--- src/rtl/full_fn_csr_seq.sv ---
// full_fn_csr_seq: Avalon-MM CSR block with an integrated stream sequencer for the
// cosine CORDIC full-function datapath. Gates exactly COUNT input beats from the
// mSGDMA stream into the accelerator and counts the snooped result beats.
// Optional feature macro: FULL_FN_IRQ_EN (irq_pending/irq_en flops and level irq).
module full_fn_csr_seq #(
    parameter int unsigned CNT_W  = 32,
    parameter int unsigned ADDR_W = 3
) (
    input  logic              clk,
    input  logic              aclr,
    input  logic              read,
    input  logic              write,
    input  logic [ADDR_W-1:0] address,
    input  logic [31:0]       writedata,
    output logic [31:0]       readdata,
    input  logic              s_valid,
    output logic              s_ready,
    output logic              m_valid,
    input  logic              m_ready,
    input  logic              res_valid,
    input  logic              res_ready,
    output logic              irq
);

    localparam logic [1:0] StIdle  = 2'd0;
    localparam logic [1:0] StRun   = 2'd1;
    localparam logic [1:0] StDrain = 2'd2;
    localparam logic [1:0] StDone  = 2'd3;

    localparam logic [ADDR_W-1:0] AddrCtrl     = ADDR_W'(0);
    localparam logic [ADDR_W-1:0] AddrCount    = ADDR_W'(1);
    localparam logic [ADDR_W-1:0] AddrStatus   = ADDR_W'(2);
    localparam logic [ADDR_W-1:0] AddrProgress = ADDR_W'(3);
    localparam logic [ADDR_W-1:0] AddrIssued   = ADDR_W'(4);
    localparam logic [ADDR_W-1:0] AddrVersion  = ADDR_W'(5);

    localparam logic [31:0]      Version = 32'h0002_0000;
    localparam logic [CNT_W-1:0] CntOne  = CNT_W'(1);

    logic [1:0]       state_q, state_d;
    logic [CNT_W-1:0] count_q, count_d;
    logic [CNT_W-1:0] issued_q, issued_d;
    logic [CNT_W-1:0] progress_q, progress_d;
    logic             done_q, done_d;
    logic             aborted_q, aborted_d;
    logic [31:0]      readdata_q, readdata_d;

    logic        wr_en;
    logic        ctrl_wr;
    logic        soft_rst;
    logic        start_p;
    logic        abort_p;
    logic        busy;
    logic        gate_en;
    logic        s_beat;
    logic        r_beat;
    logic        start_ok;
    logic        enter_done;
    logic        status_w1c;
    logic        irq_pend_rd;
    logic        irq_en_rd;
    logic [31:0] rd_word;

    // Bus strobes: read has priority, so a colliding write is simply dropped.
    always_comb begin
        wr_en      = write & ~read;
        ctrl_wr    = wr_en && (address == AddrCtrl);
        soft_rst   = ctrl_wr & writedata[0];
        start_p    = ctrl_wr & writedata[1];
        abort_p    = ctrl_wr & writedata[2];
        status_w1c = wr_en && (address == AddrStatus) && writedata[3];
    end

    // Stream gate: open only while running and not all elements have been issued.
    always_comb begin
        busy    = (state_q == StRun) || (state_q == StDrain);
        gate_en = (state_q == StRun) && (issued_q != count_q);
        m_valid = s_valid & gate_en;
        s_ready = m_ready & gate_en;
        s_beat  = s_valid & s_ready;
        // Extra results beyond COUNT are never counted, so progress cannot wrap.
        r_beat  = res_valid & res_ready & busy & (progress_q != count_q);
    end

    // Read mux, sampling register state before any same-cycle update.
    always_comb begin
        rd_word = '0;
        unique case (address)
            AddrCtrl:     rd_word[3] = irq_en_rd;
            AddrCount:    rd_word[CNT_W-1:0] = count_q;
            AddrStatus:   rd_word[3:0] = {irq_pend_rd, aborted_q, done_q, busy};
            AddrProgress: rd_word[CNT_W-1:0] = progress_q;
            AddrIssued:   rd_word[CNT_W-1:0] = issued_q;
            AddrVersion:  rd_word = Version;
            default:      rd_word = '0;
        endcase
    end

    // Next-state for the FSM, counters, COUNT and read data.
    always_comb begin
        state_d    = state_q;
        count_d    = count_q;
        issued_d   = issued_q;
        progress_d = progress_q;
        done_d     = done_q;
        aborted_d  = aborted_q;
        readdata_d = readdata_q;
        start_ok   = 1'b0;
        enter_done = 1'b0;

        if (read) begin
            readdata_d = rd_word;
        end

        if (wr_en && (address == AddrCount) && !busy) begin
            count_d = writedata[CNT_W-1:0];
        end

        if (s_beat) begin
            issued_d = issued_q + CntOne;
        end
        if (r_beat) begin
            progress_d = progress_q + CntOne;
        end

        case (state_q)
            StRun: begin
                if (progress_d == count_q) begin
                    enter_done = 1'b1;
                end else if (issued_d == count_q) begin
                    state_d = StDrain;
                end
            end
            StDrain: begin
                if (progress_d == count_q) begin
                    enter_done = 1'b1;
                end
            end
            default: begin
                if (start_p) begin
                    start_ok   = 1'b1;
                    issued_d   = '0;
                    progress_d = '0;
                    done_d     = 1'b0;
                    aborted_d  = 1'b0;
                    // A zero-length job completes without ever opening the gate.
                    if (count_q == '0) begin
                        enter_done = 1'b1;
                    end else begin
                        state_d = StRun;
                    end
                end
            end
        endcase

        if (enter_done) begin
            state_d = StDone;
            done_d  = 1'b1;
        end

        // Abort beats start and a coinciding final result; counters freeze for readback.
        if (abort_p) begin
            enter_done = 1'b0;
            start_ok   = 1'b0;
            state_d    = StIdle;
            aborted_d  = 1'b1;
            done_d     = 1'b0;
            issued_d   = issued_q;
            progress_d = progress_q;
        end

        if (soft_rst) begin
            enter_done = 1'b0;
            start_ok   = 1'b0;
            state_d    = StIdle;
            count_d    = '0;
            issued_d   = '0;
            progress_d = '0;
            done_d     = 1'b0;
            aborted_d  = 1'b0;
            readdata_d = '0;
        end
    end

    // Core state registers with asynchronous reset.
    always_ff @(posedge clk or posedge aclr) begin
        if (aclr) begin
            state_q    <= StIdle;
            count_q    <= '0;
            issued_q   <= '0;
            progress_q <= '0;
            done_q     <= 1'b0;
            aborted_q  <= 1'b0;
            readdata_q <= '0;
        end else begin
            state_q    <= state_d;
            count_q    <= count_d;
            issued_q   <= issued_d;
            progress_q <= progress_d;
            done_q     <= done_d;
            aborted_q  <= aborted_d;
            readdata_q <= readdata_d;
        end
    end

    assign readdata = readdata_q;

`ifdef FULL_FN_IRQ_EN
    logic irq_en_q, irq_en_d;
    logic irq_pend_q, irq_pend_d;

    // Interrupt enable and pending: set on DONE entry wins over a same-cycle W1C.
    always_comb begin
        irq_en_d   = irq_en_q;
        irq_pend_d = irq_pend_q;
        if (ctrl_wr) begin
            irq_en_d = writedata[3];
        end
        if (status_w1c || start_ok) begin
            irq_pend_d = 1'b0;
        end
        if (enter_done) begin
            irq_pend_d = 1'b1;
        end
        if (soft_rst) begin
            irq_en_d   = 1'b0;
            irq_pend_d = 1'b0;
        end
    end

    // Interrupt registers.
    always_ff @(posedge clk or posedge aclr) begin
        if (aclr) begin
            irq_en_q   <= 1'b0;
            irq_pend_q <= 1'b0;
        end else begin
            irq_en_q   <= irq_en_d;
            irq_pend_q <= irq_pend_d;
        end
    end

    assign irq_en_rd   = irq_en_q;
    assign irq_pend_rd = irq_pend_q;
    assign irq         = irq_pend_q & irq_en_q;

    logic unused_wdata;
    assign unused_wdata = ^writedata;
`else
    assign irq_en_rd   = 1'b0;
    assign irq_pend_rd = 1'b0;
    assign irq         = 1'b0;

    logic unused_irq;
    assign unused_irq = ^{writedata, start_ok, enter_done, status_w1c};
`endif

endmodule

--- config.mk ---
export PLATFORM = sky130hd
export DESIGN_NAME = full_fn_csr_seq
export DESIGN_NICKNAME = d
export VERILOG_FILES = /design/src/rtl/full_fn_csr_seq.sv
export SDC_FILE = /design/constraint.sdc
export NUM_CORES = 1
export LEC_CHECK = 0
export ABC_AREA = 0
export CAP_MARGIN = 20
export CORE_ASPECT_RATIO = 1.2
export CORE_MARGIN = 10
export CORE_UTILIZATION = 55
export CTS_CLUSTER_DIAMETER = 120
export CTS_CLUSTER_SIZE = 10
export DETAILED_ROUTE_END_ITERATION = 6
export GPL_TIMING_DRIVEN = 0
export PLACE_DENSITY = 0.76
export REMOVE_ABC_BUFFERS = 1
export SKIP_CTS_REPAIR_TIMING = 1
export SLEW_MARGIN = 40
export SYNTH_ARGS = -nofsm -noshare
export SYNTH_HDL_FRONTEND = slang
export SYNTH_SLANG_ARGS = --single-unit
--- constraint.sdc ---
create_clock -name clk -period 4.8 [get_ports clk]
set_input_delay 0.72 -clock clk [delete_from_list [all_inputs] [get_ports clk]]
set_output_delay 0.72 -clock clk [all_outputs]
set_load 0.01 [all_outputs]
Word level (Yosys, flattened, before mapping)
Index checks and enable logic that the tools add are counted.

storage, ports and cells
  register bits = 132
  output and inout port bits = 35
  logic and storage cells = 91

operators by class
  $add $sub $neg = 2
  eq/ne operators = 18
  mux-type cells = 36
  bitwise logic cells = 11
  reductions and logical operators = 17

operator list
  cell                                           number
  two-way mux 32 bit                             14
  one-hot mux 28 bit (4 select lines)            1
  adder 32 x 1 -> 32 bit, second input constant  2
  == test 32 bit                                 2
  != test 32 bit                                 2
  zero test 32 bit                               1
  two-way mux 2 bit                              7
  one-hot mux 3 bit (4 select lines)             1
  two-way mux 1 bit                              11
  AND 1 bit                                      10
  != test 5 x 4 -> 1 bit, second input constant  2
  == test 3 x 2 -> 1 bit, second input constant  2
  == test 3 bit, second input constant           2
  != test 5 x 3 -> 1 bit, second input constant  1
  AND reduction 5 bit                            1
  nonzero test 5 bit                             1
  logical AND 1 bit                              4
  != test 4 x 1 -> 1 bit, second input constant  1
  != test 4 x 3 -> 1 bit, second input constant  1
  one-hot mux 2 bit (2 select lines)             1
  AND reduction 2 bit                            2
  nonzero test 2 bit                             2
  nonzero test 4 bit                             1
  == test 3 x 1 -> 1 bit, second input constant  1
  11 further kinds                               11

Logic depth before layout (Yosys ltp)
Gate-level depths: netlist of run 1.

  depth after elaboration = 12
  mapped depth = 14

Least setup slack after synthesis of run 1
Ideal clock, no wire load.

  path kind = register to register
  from = register progress_q[0]
  to = register state_q[0]
  library setup time = 0.127 ns
  arrival time = 3.578 ns
  slack = 1.095 ns
  cell stages (with the launch flop) = 13
  buffers on the path = 1
  cells stage by stage = dfrtp_1 -> ha_1 -> clkbuf_1 -> nand3_4 -> or4_1 -> or3_1 -> a2111oi_0 -> xnor2_1 -> o211ai_1 -> or4_4 -> or3_4 -> nand3_2 -> mux2_1

between the ends
  cells in the longest elaborated chain, start to end = 9

RTL lines
  what                                                            line      RTL
  from (decl)                                                     43        logic [CNT_W-1:0] progress_q, progress_d;
  from (signal assigned)                                          199       progress_q <= progress_d;
  branches (longest 2 deep; another with adder 32 x 1 -> 32 bit)  -
  two-way mux 32 bit (*)                                          122       if (r_beat) begin
  == test 32 bit (*)                                              128, 135
  branches (longest 5 deep; another with != test 5 x 3 -> 1 bit)  -
  to (signal assigned)                                            188       state_q <= StIdle;
  to (signal assigned)                                            196       state_q <= state_d;
  to (decl)                                                       40        logic [1:0] state_q, state_d;

Every way passes the cells marked *.
A chain may end at the register's enable or synchronous reset.

Worst setup path in the final report of run 1
  from = register progress_q[1]
  to = register state_q[1]

Same word-level chain as after synthesis.

==> reports/results.ini, run 1 <==
[detailed_routing]
avgViaCountPerCell=6.38
drc=0
drtAntennaViolNets=0
first_pass_iters=6
first_iter_violations=989
wirelength_mm=30.6
vias=8984
wl_per_cell_um=21.7

[synth]
synth-seq-cells=132
synth_top_family_by_area=simple AND/OR/NAND/NOR gates
synth_xor_area_share_pct=12.2
syn_inst=1169
synth_compound_area_share_pct=15.0
syn_avg_cell_area_um2=8.00
yosysWarningCount=0
syn_area_um2=9350
yosysTopAreaCellShare_pct=35.3
seq_area_frac_synth_pct=35.3
synthDominantAreaCellType=dfrtp_1
synth_cell_types=76
synth_area_leaders=dfrtp_1 35%, xor2_1 7.6%, nand2_1 6.6%, nor2_1 5.0%, a21oi_1 4.9%
synthAdderAreaFrac_pct=0.535
synth-edff-count=0
async_reset_ff_share_pct=100
synth-simple-area-share_pct=27.3
synthMuxAreaShare_pct=4.63
synthFlopType=dfrtp_1

[sta]
setup_violations=0
worst_pin_slew_ps=825
slew_violations=0
fmax_mhz=226
holdWs_ps=480
maxSlewHeadroom_pct=44.8
grt_setup_unrepaired=no
min_period_over_period_pct=92.1
finClkSkew_ps=9.25
period_minus_slack_ps=4420
hold_viol=0

[worst_setup_path]
critPathRequiredTime_ps=5110
cp_slowest_stage_delay_ps=630
ff2ff_setup_slack_ps=380
crit_fanout=10
rr_endpoint=state_q[1]
rr_startpoint=progress_q[1]
critPathKind=reg2reg
crit_buf_inv=0
crit_arrival_ps=4730
path_cells=ha_1, nand3_4, or4_1, or3_1, a2111oi_0, xnor2_1, o211ai_1, or4_4, or3_4, nand3_2, mux2_1
worstSetupStartpointType=flop
ff2ff_path_depth=11
crit_slowest_cell=dfrtp_1
cp-end-kind=flop
critPathTopFamily=simple AND/OR/NAND/NOR gates

[flow_run]
max_cap_violations=0

[cts]
cts_buffer_depth=2
cts_htree_levels=4
cts.sinks=132
cts-root-buf=clkbuf_16
clk_latency_ps=430
cts_buffers=17
cts_tree=yes
clkTransAtPathRegs_ps=60

[cells_and_area]
stdcell_count=1408
nets=1226
area_growth_pct=15.3
nFillCells=1471
antenna_cells=0
layout-drive-gt1-share_pct=6.54

[grt]
grt_use_total_pct=26.4
grt_antenna_before_repair=0
grt_pass1_wl_mm=47.9
grt_pass1_vias=8758
overflow=0
grt_max_degree=77

[hold_path]
min_to=readdata[18]
holdCritPathClass=reg2reg
min-delay-start=readdata[18]
hold_path_depth=2

[die]
core.rowCount=52
dieArea_um2=22600
coreArea_um2=16800
dieHeight_um=163
dieWidth_um=139
io_pins=78
start_util_pct=55.7

[place]
dp.cells=1376
portBuffers=76
place_congestion=0.955
hpwl_mm=22.4

[power_and_ir_drop]
vdd_drop_max_mv=0.306
p_leak_nw=4.36
p_per_area_nw_per_um2=478
total_power_mw=5.15

[status]
outcome=finished, final reports clean

worst min-delay path, delay by kind of cell, from the launching register on:
family | cells | cell delay (ps)
simple gates | 1 | 50
compound gates | 1 | 60
flops | 1 | 340
report_power, final:
| group | leakage [nW] | switching (mW) | internal, mW |
|---|---|---|---|
| Combinational | 2.25 | 1.12 | 0.821 |
| Clock | 0.309 | 0.518 | 0.912 |
| Sequential | 1.80 | 0.487 | 1.29 |
cell usage after synthesis (4+ instances only):
cell,n
nor3b_1,5
o21ai_0,79
nor3_1,21
xnor2_1,49
mux2_2,8
ha_1,4
and2_1,4
nor4_1,21
and3_1,16
o22ai_1,4
nor2_1,125
buf_2,10
and4_1,8
clkbuf_1,68
nand3b_1,6
nand2b_1,10
xor2_1,81
dfrtp_1,132
nor2b_1,7
nand4_1,32
o31ai_1,4
or3_1,23
inv_1,15
a31oi_1,11
or4_1,6
a21oi_1,92
buf_4,7
mux2i_1,32
nand2_1,165
o211ai_1,5
a22oi_1,5
nand3_1,39
a211oi_1,6
buf_1,5
through the flow:
step	utilization (%)	instance area [um^2]	TNS, ps	worst slack [ps]
floorplan	-	8940	0	554
global placement	59.4	9970	-329370	-2210
detailed placement	60.4	10100	0	436
CTS	64.2	10800	0	425
global route	64.2	10800	0	176
finish	64.2	10800	0	378
worst max path at each step:
stage                  startpoint           to  slack (ps)  cells past startpoint
finish              progress_q[1]   state_q[1]         380                     11
global placement       address[1]  count_q[16]       -2210                      4
floorplan                    aclr    aborted_q         550                      1
detailed placement  progress_q[1]   state_q[0]         440                     11
CTS                 progress_q[1]   state_q[0]         420                     11
global route          issued_q[7]   state_q[0]         180                     11
cell usage in the layout (no fill, tap or decap), types with 6 or more instances in the layout:
cell and n:
a211oi_1 6, a21oi_1 92, a31oi_1 11, and3_1 16
and4_1 8, clkbuf_16 17, clkdlybuf4s50_1 75, dfrtp_1 132
inv_1 14, mux2_2 8, mux2i_1 32, nand2_1 165
nand2b_1 9, nand3_1 39, nand3b_1 6, nand4_1 32
nor2_1 124, nor2b_1 7, nor3_1 21, nor4_1 19
o21ai_0 79, or3_1 23, xnor2_1 49, xor2_1 81
state kept, by name, indices dropped and copies added (netlist names):
signal      count
aborted_q       1
count_q        32
done_q          1
issued_q       32
progress_q     32
readdata       32
state_q         2
cell type report:
| class | count | area [um^2] | area share, % |
|---|---|---|---|
| repair buffers | 85 | 873 | 8.10 |
| flip-flops and latches | 132 | 3300 | 30.6 |
| well taps | 216 | 270 | 2.51 |
| clock inverters | 11 | 175 | 1.62 |
| multi-input cells | 928 | 5630 | 52.2 |
| clock buffers | 21 | 470 | 4.36 |
| inverters | 15 | 63.8 | 0.592 |
metal layers:
metal,track usage (%),wire (um)
met5,0,0
met4,11.3,1180
met3,4.35,2250
met2,44.9,15100
met1,32.5,12000
logic make-up after synthesis:
kind of cell | Yosys count
xor gates and xnor gates | 130
AOI/OAI and AO/OA | 240
muxes | 42
other | 1
DFF | 132
and+or+nand+nor | 511
buffers and inverters | 109
adders and majority gates | 4
Power figures use the tool's default switching activity.
==> inputs of run 2 (changes only) <==
--- a/config.mk
+++ b/config.mk
@@ -6,15 +6,15 @@
 export NUM_CORES = 1
 export LEC_CHECK = 0
 export ABC_AREA = 0
-export CAP_MARGIN = 20
+export CAP_MARGIN = 0
 export CORE_ASPECT_RATIO = 1.2
 export CORE_MARGIN = 10
-export CORE_UTILIZATION = 55
+export CORE_UTILIZATION = 59
 export CTS_CLUSTER_DIAMETER = 120
 export CTS_CLUSTER_SIZE = 10
 export DETAILED_ROUTE_END_ITERATION = 6
 export GPL_TIMING_DRIVEN = 0
-export PLACE_DENSITY = 0.76
+export PLACE_DENSITY = 0.81
 export REMOVE_ABC_BUFFERS = 1
 export SKIP_CTS_REPAIR_TIMING = 1
 export SLEW_MARGIN = 40
==> run 2 against run 1 <==
Compared with the run above: sequential share of layout area up 0.21 points; worst setup slack got worse by 110 ps; cell area shrank 0.68%; largest power group unchanged; routed wire length decreased by 1.8%; final cell count decreased by 0.64%; total power fell by 3.9%.
==> reports/results.ini, run 2 (synthesized netlist as in run 1, its figures left out) <==
[worst_setup_path]
critPathRequiredTime_ps=5110
crit_fanout=8
crit_arrival_ps=4840
cp-end-kind=flop
ff2ff_path_depth=12
worstSetupStartpointType=flop
rr_endpoint=state_q[0]
rr_startpoint=issued_q[0]
critPathKind=reg2reg
ff2ff_setup_slack_ps=270

[cts]
clk_latency_ps=430
cts.sinks=132
cts_htree_levels=4
clkTransAtPathRegs_ps=60
cts_buffers=17
cts-root-buf=clkbuf_16
cts_buffer_depth=2
cts_tree=yes

[detailed_routing]
top_layer=met4
wl_met3_mm=2.72
dr_wl_met2_mm=14.7
drc=0
wl_per_cell_um=21.5
wirelength_mm=30.1
vias=9055
first_iter_violations=1049
wl_met1_mm=11.4
first_pass_iters=5
avgViaCountPerCell=6.47
drtAntennaViolNets=0

[power_and_ir_drop]
p_leak_nw=4.34
vdd_drop_max_mv=0.312
switching_share_pct=41.9
clkPwrFrac_pct=25.4
seqPwrFrac_pct=35.7
power_switching_mw=2.07
total_power_mw=4.95
p_per_area_nw_per_um2=462
p_comb_share_pct=39.0
cellInternalPower_mw=2.88

[die]
start_util_pct=60.0
coreArea_um2=15600
dieWidth_um=135
core.rowCount=50
io_pins=78
dieArea_um2=21300
dieHeight_um=158

[cells_and_area]
nets=1227
nFillCells=1294
area_growth_pct=14.5
layout_commonest_cell=nand2_1
antenna_cells=0
mostFrequentLayoutCells=165 x nand2_1, 132 x dfrtp_1, 124 x nor2_1
layout-drive-gt1-share_pct=6.55
fin_util_pct=68.8

[hold_path]
holdCritPathClass=reg2reg
min-delay-start=readdata[22]
hold_path_depth=2
min_to=readdata[22]

[sta]
period_minus_slack_ps=4530
grt_setup_unrepaired=no
setup_violations=0
finClkSkew_ps=10.7
maxSlewHeadroom_pct=46.2
hold_viol=0
min_period_over_period_pct=94.4
worst_pin_slew_ps=800
fmax_mhz=221
slew_violations=0

[place]
hpwl_mm=22.1
portBuffers=76
place_congestion=0.981

[grt]
grt_max_degree=52
grt_pass1_vias=8832
grt_use_total_pct=28.2
grt_antenna_before_repair=0
grt_pass1_wl_mm=47.3
overflow=0

[status]
outcome=finished, final reports clean

[flow_run]
max_cap_violations=0

run 2: changes by cell type in the layout (fill, tap and decap cells not counted):
cell / delta
clkinv_4: -2
buf_8: +1
nor3_2: +1
clkinv_2: +2
clkbuf_8: +1
bufinv_16: -3
nor3_1: -1
run 2: power by group through the flow:
stage	Clock, mW	Sequential (mW)	Combinational [mW]
2_1_floorplan	0	1.57	1.38
3_3_place_gp	0	1.74	1.83
3_5_place_dp	0	1.75	1.87
4_1_cts	1.26	1.73	1.89
5_1_grt	1.30	1.77	2.10
6_report	1.26	1.77	1.93
run 2: area by class of cell:
cell class                      instances  area, um^2  area share (%)
Multi-Input combinational cell        928        5630            52.6
Sequential cell                       132        3300            30.8
Timing Repair Buffer                   86         888            8.29
Clock buffer                           22         484            4.52
Tap cell                              208         260            2.43
Clock inverter                          8        77.6           0.724
Inverter                               15        63.8           0.596
run 2: how the worst max path moves through the flow:
stage	from	to	slack, ps	depth (start not counted)
6_report	issued_q[0]	state_q[0]	270	12
5_1_grt	issued_q[0]	state_q[0]	90	12
4_1_cts	issued_q[0]	state_q[0]	390	12
3_5_place_dp	issued_q[0]	state_q[0]	430	12
3_3_place_gp	address[1]	count_q[28]	-2200	4
2_1_floorplan	aclr	aborted_q	550	1
run 2: critical path, cell delays in order, from the launching register on:
cell and delay, ps:
dfrtp_1 500, ha_1 350, nand3_1 350, nor4_2 770, nand4_1 400, or3_1 440, nor3_1 360, a21bo_2 200
o211ai_1 80, nor4_1 350, o211ai_1 160, nand3_2 130, mux2_1 330
run 2: per-stage QoR:
step,setup slack (ps),cells,hold slack (ps),setup TNS (ps),cell area [um^2]
3_3_place_gp,-2200,1359,460,-318510,9960
3_5_place_dp,426,1369,469,0,10100
6_report,267,1399,474,0,10700
4_1_cts,388,1399,481,0,10700
2_1_floorplan,554,1075,485,0,8940
5_1_grt,85.7,1399,502,0,10700
run 2: routing by layer:
layer | up-vias | track usage (%)
met4 | 0 | 13.9
met3 | 104 | 6.12
met1 | 4391 | 34.0
met2 | 462 | 46.9
li1 | 4098 | -
met5 | - | 0
==> inputs of run 3 (changes only) <==
--- a/config.mk
+++ b/config.mk
@@ -7,7 +7,7 @@
 export LEC_CHECK = 0
 export ABC_AREA = 0
 export CAP_MARGIN = 0
-export CORE_ASPECT_RATIO = 1.2
+export CORE_ASPECT_RATIO = 0.9
 export CORE_MARGIN = 10
 export CORE_UTILIZATION = 59
 export CTS_CLUSTER_DIAMETER = 120
==> run 3 against run 2 <==
Compared with the run above: critical path depth is 1 lower; count of clock-buffer cells in the layout is 4 lower; final cell count is 0.14% lower; register-to-register slack worse by 20 ps; hold slack better by 5.1 ps; clock power is 12% higher; critical endpoint is now state_q[1]; highest routed layer unchanged.
==> reports/results.ini, run 3 (synthesized netlist as in run 1, its figures left out) <==
[power_and_ir_drop]
switching_share_pct=42.2
power_switching_mw=2.19
cellInternalPower_mw=3.01
p_comb_share_pct=38.5
p_leak_nw=4.40
seqPwrFrac_pct=34.3
clkPwrFrac_pct=27.2
p_per_area_nw_per_um2=481
vdd_drop_max_mv=0.376

[status]
outcome=finished, final reports clean

[cells_and_area]
stdcell_count=1397
seq_area_um2=3300
antenna_cells=0
mostFrequentLayoutCells=165 x nand2_1, 132 x dfrtp_1, 123 x nor2_1
fin_util_pct=69.7
layout_commonest_cell=nand2_1
multi_input_area_um2=5650
area_growth_pct=15.5
nFillCells=1265
nets=1231
stdcell_area_um2=10800
layout-drive-gt1-share_pct=6.95

[place]
dp.cells=1364
portBuffers=76
place_congestion=0.950
dpl_cell_area_um2=10100
hpwl_mm=23.1

[worst_setup_path]
critPathRequiredTime_ps=5110
cp-end-kind=flop
crit_fanout=10
worstSetupStartpointType=flop
crit_arrival_ps=4870
critPathKind=reg2reg

[die]
io_pins=78
dieWidth_um=153
coreArea_um2=15500
dieHeight_um=139
dieArea_um2=21300
core.rowCount=43
start_util_pct=60.4

[sta]
hold_viol=0
holdWs_ps=479
grt_setup_unrepaired=no
fmax_mhz=219
period_minus_slack_ps=4560
worst_pin_slew_ps=838
setup_violations=0
slew_violations=0
finClkSkew_ps=9.00
maxSlewHeadroom_pct=43.7
min_period_over_period_pct=94.9

[cts]
cts_buffer_depth=2
cts_buffers=17
cts_tree=yes
cts.sinks=132
cts-root-buf=clkbuf_16
clkTransAtPathRegs_ps=60
clk_latency_ps=440
cts_htree_levels=4

[detailed_routing]
avgViaCountPerCell=6.60
vias=9219
drc=0
wirelength_mm=32.3
first_pass_iters=6
first_iter_violations=1129
wl_per_cell_um=23.1
drtAntennaViolNets=0

[grt]
globalRouteMet1Util_pct=41.8
grt_use_total_pct=29.5
grt_antenna_before_repair=0
overflow=0
busiest_layer=met1
use_met3_pct=6.75
grt_max_degree=78
grt_util_met2_pct=41.6
grt_pass1_vias=8576
grt_pass1_wl_mm=50.3

[hold_path]
holdCritPathClass=reg2reg

[flow_run]
max_cap_violations=0

==> run 3: worst paths after layout <==
path / startpoint / to / slack [ps] / depth (start not counted)
setup reg to reg: progress_q[0] / state_q[1] / 240 / 11
min in group asynchronous: aclr / readdata[8] / 690 / 2
hold reg to reg: readdata[24] / readdata[24] / 480 / 2
hold / removal: readdata[24] / readdata[24] / 480 / 2
setup / recovery: progress_q[0] / state_q[1] / 240 / 11
max in group asynchronous: aclr / count_q[26] / 3350 / 3
==> run 3: power by group through the flow <==
stage / Sequential (mW) / Combinational, mW / Clock, mW
finish: 1.78 / 2.00 / 1.41
global route: 1.79 / 2.18 / 1.47
CTS: 1.76 / 1.95 / 1.42
detailed placement: 1.77 / 1.91 / 0
global placement: 1.76 / 1.87 / 0
floorplan: 1.57 / 1.38 / 0
==> run 3: through the flow <==
stage	power, mW	setup TNS (ps)	setup WS [ps]
after floorplan	2.96	0	554
after global placement	3.63	-347700	-2340
after detailed placement	3.68	0	351
after CTS	5.12	0	278
after global routing	5.44	0	73.3
final	5.20	0	243
==> run 3: critical path, stage by stage, from the launching register on <==
cell and delay (ps):
dfrtp_1 580, ha_1 460, nand3_4 250, or4_1 670, or3_1 340, a2111oi_0 500
xnor2_1 210, o211ai_1 130, or4_4 440, or3_4 410, nand3_2 100, mux2_1 320
==> run 3: routing by layer <==
metal,vias to the layer above,wire [um]
met2,610,13600
met3,85,3330
met1,4403,13900
met4,0,1410
met5,-,0
li1,4121,-
==> run 3: final cells by class <==
class                      instances  area share (%)
multi-input combinational        928            52.3
sequential                       132            30.6
timing repair buffer              90            8.44
clock buffer                      18            4.07
tap                              202            2.34
clock inverter                    12            1.69
inverter                          15           0.591
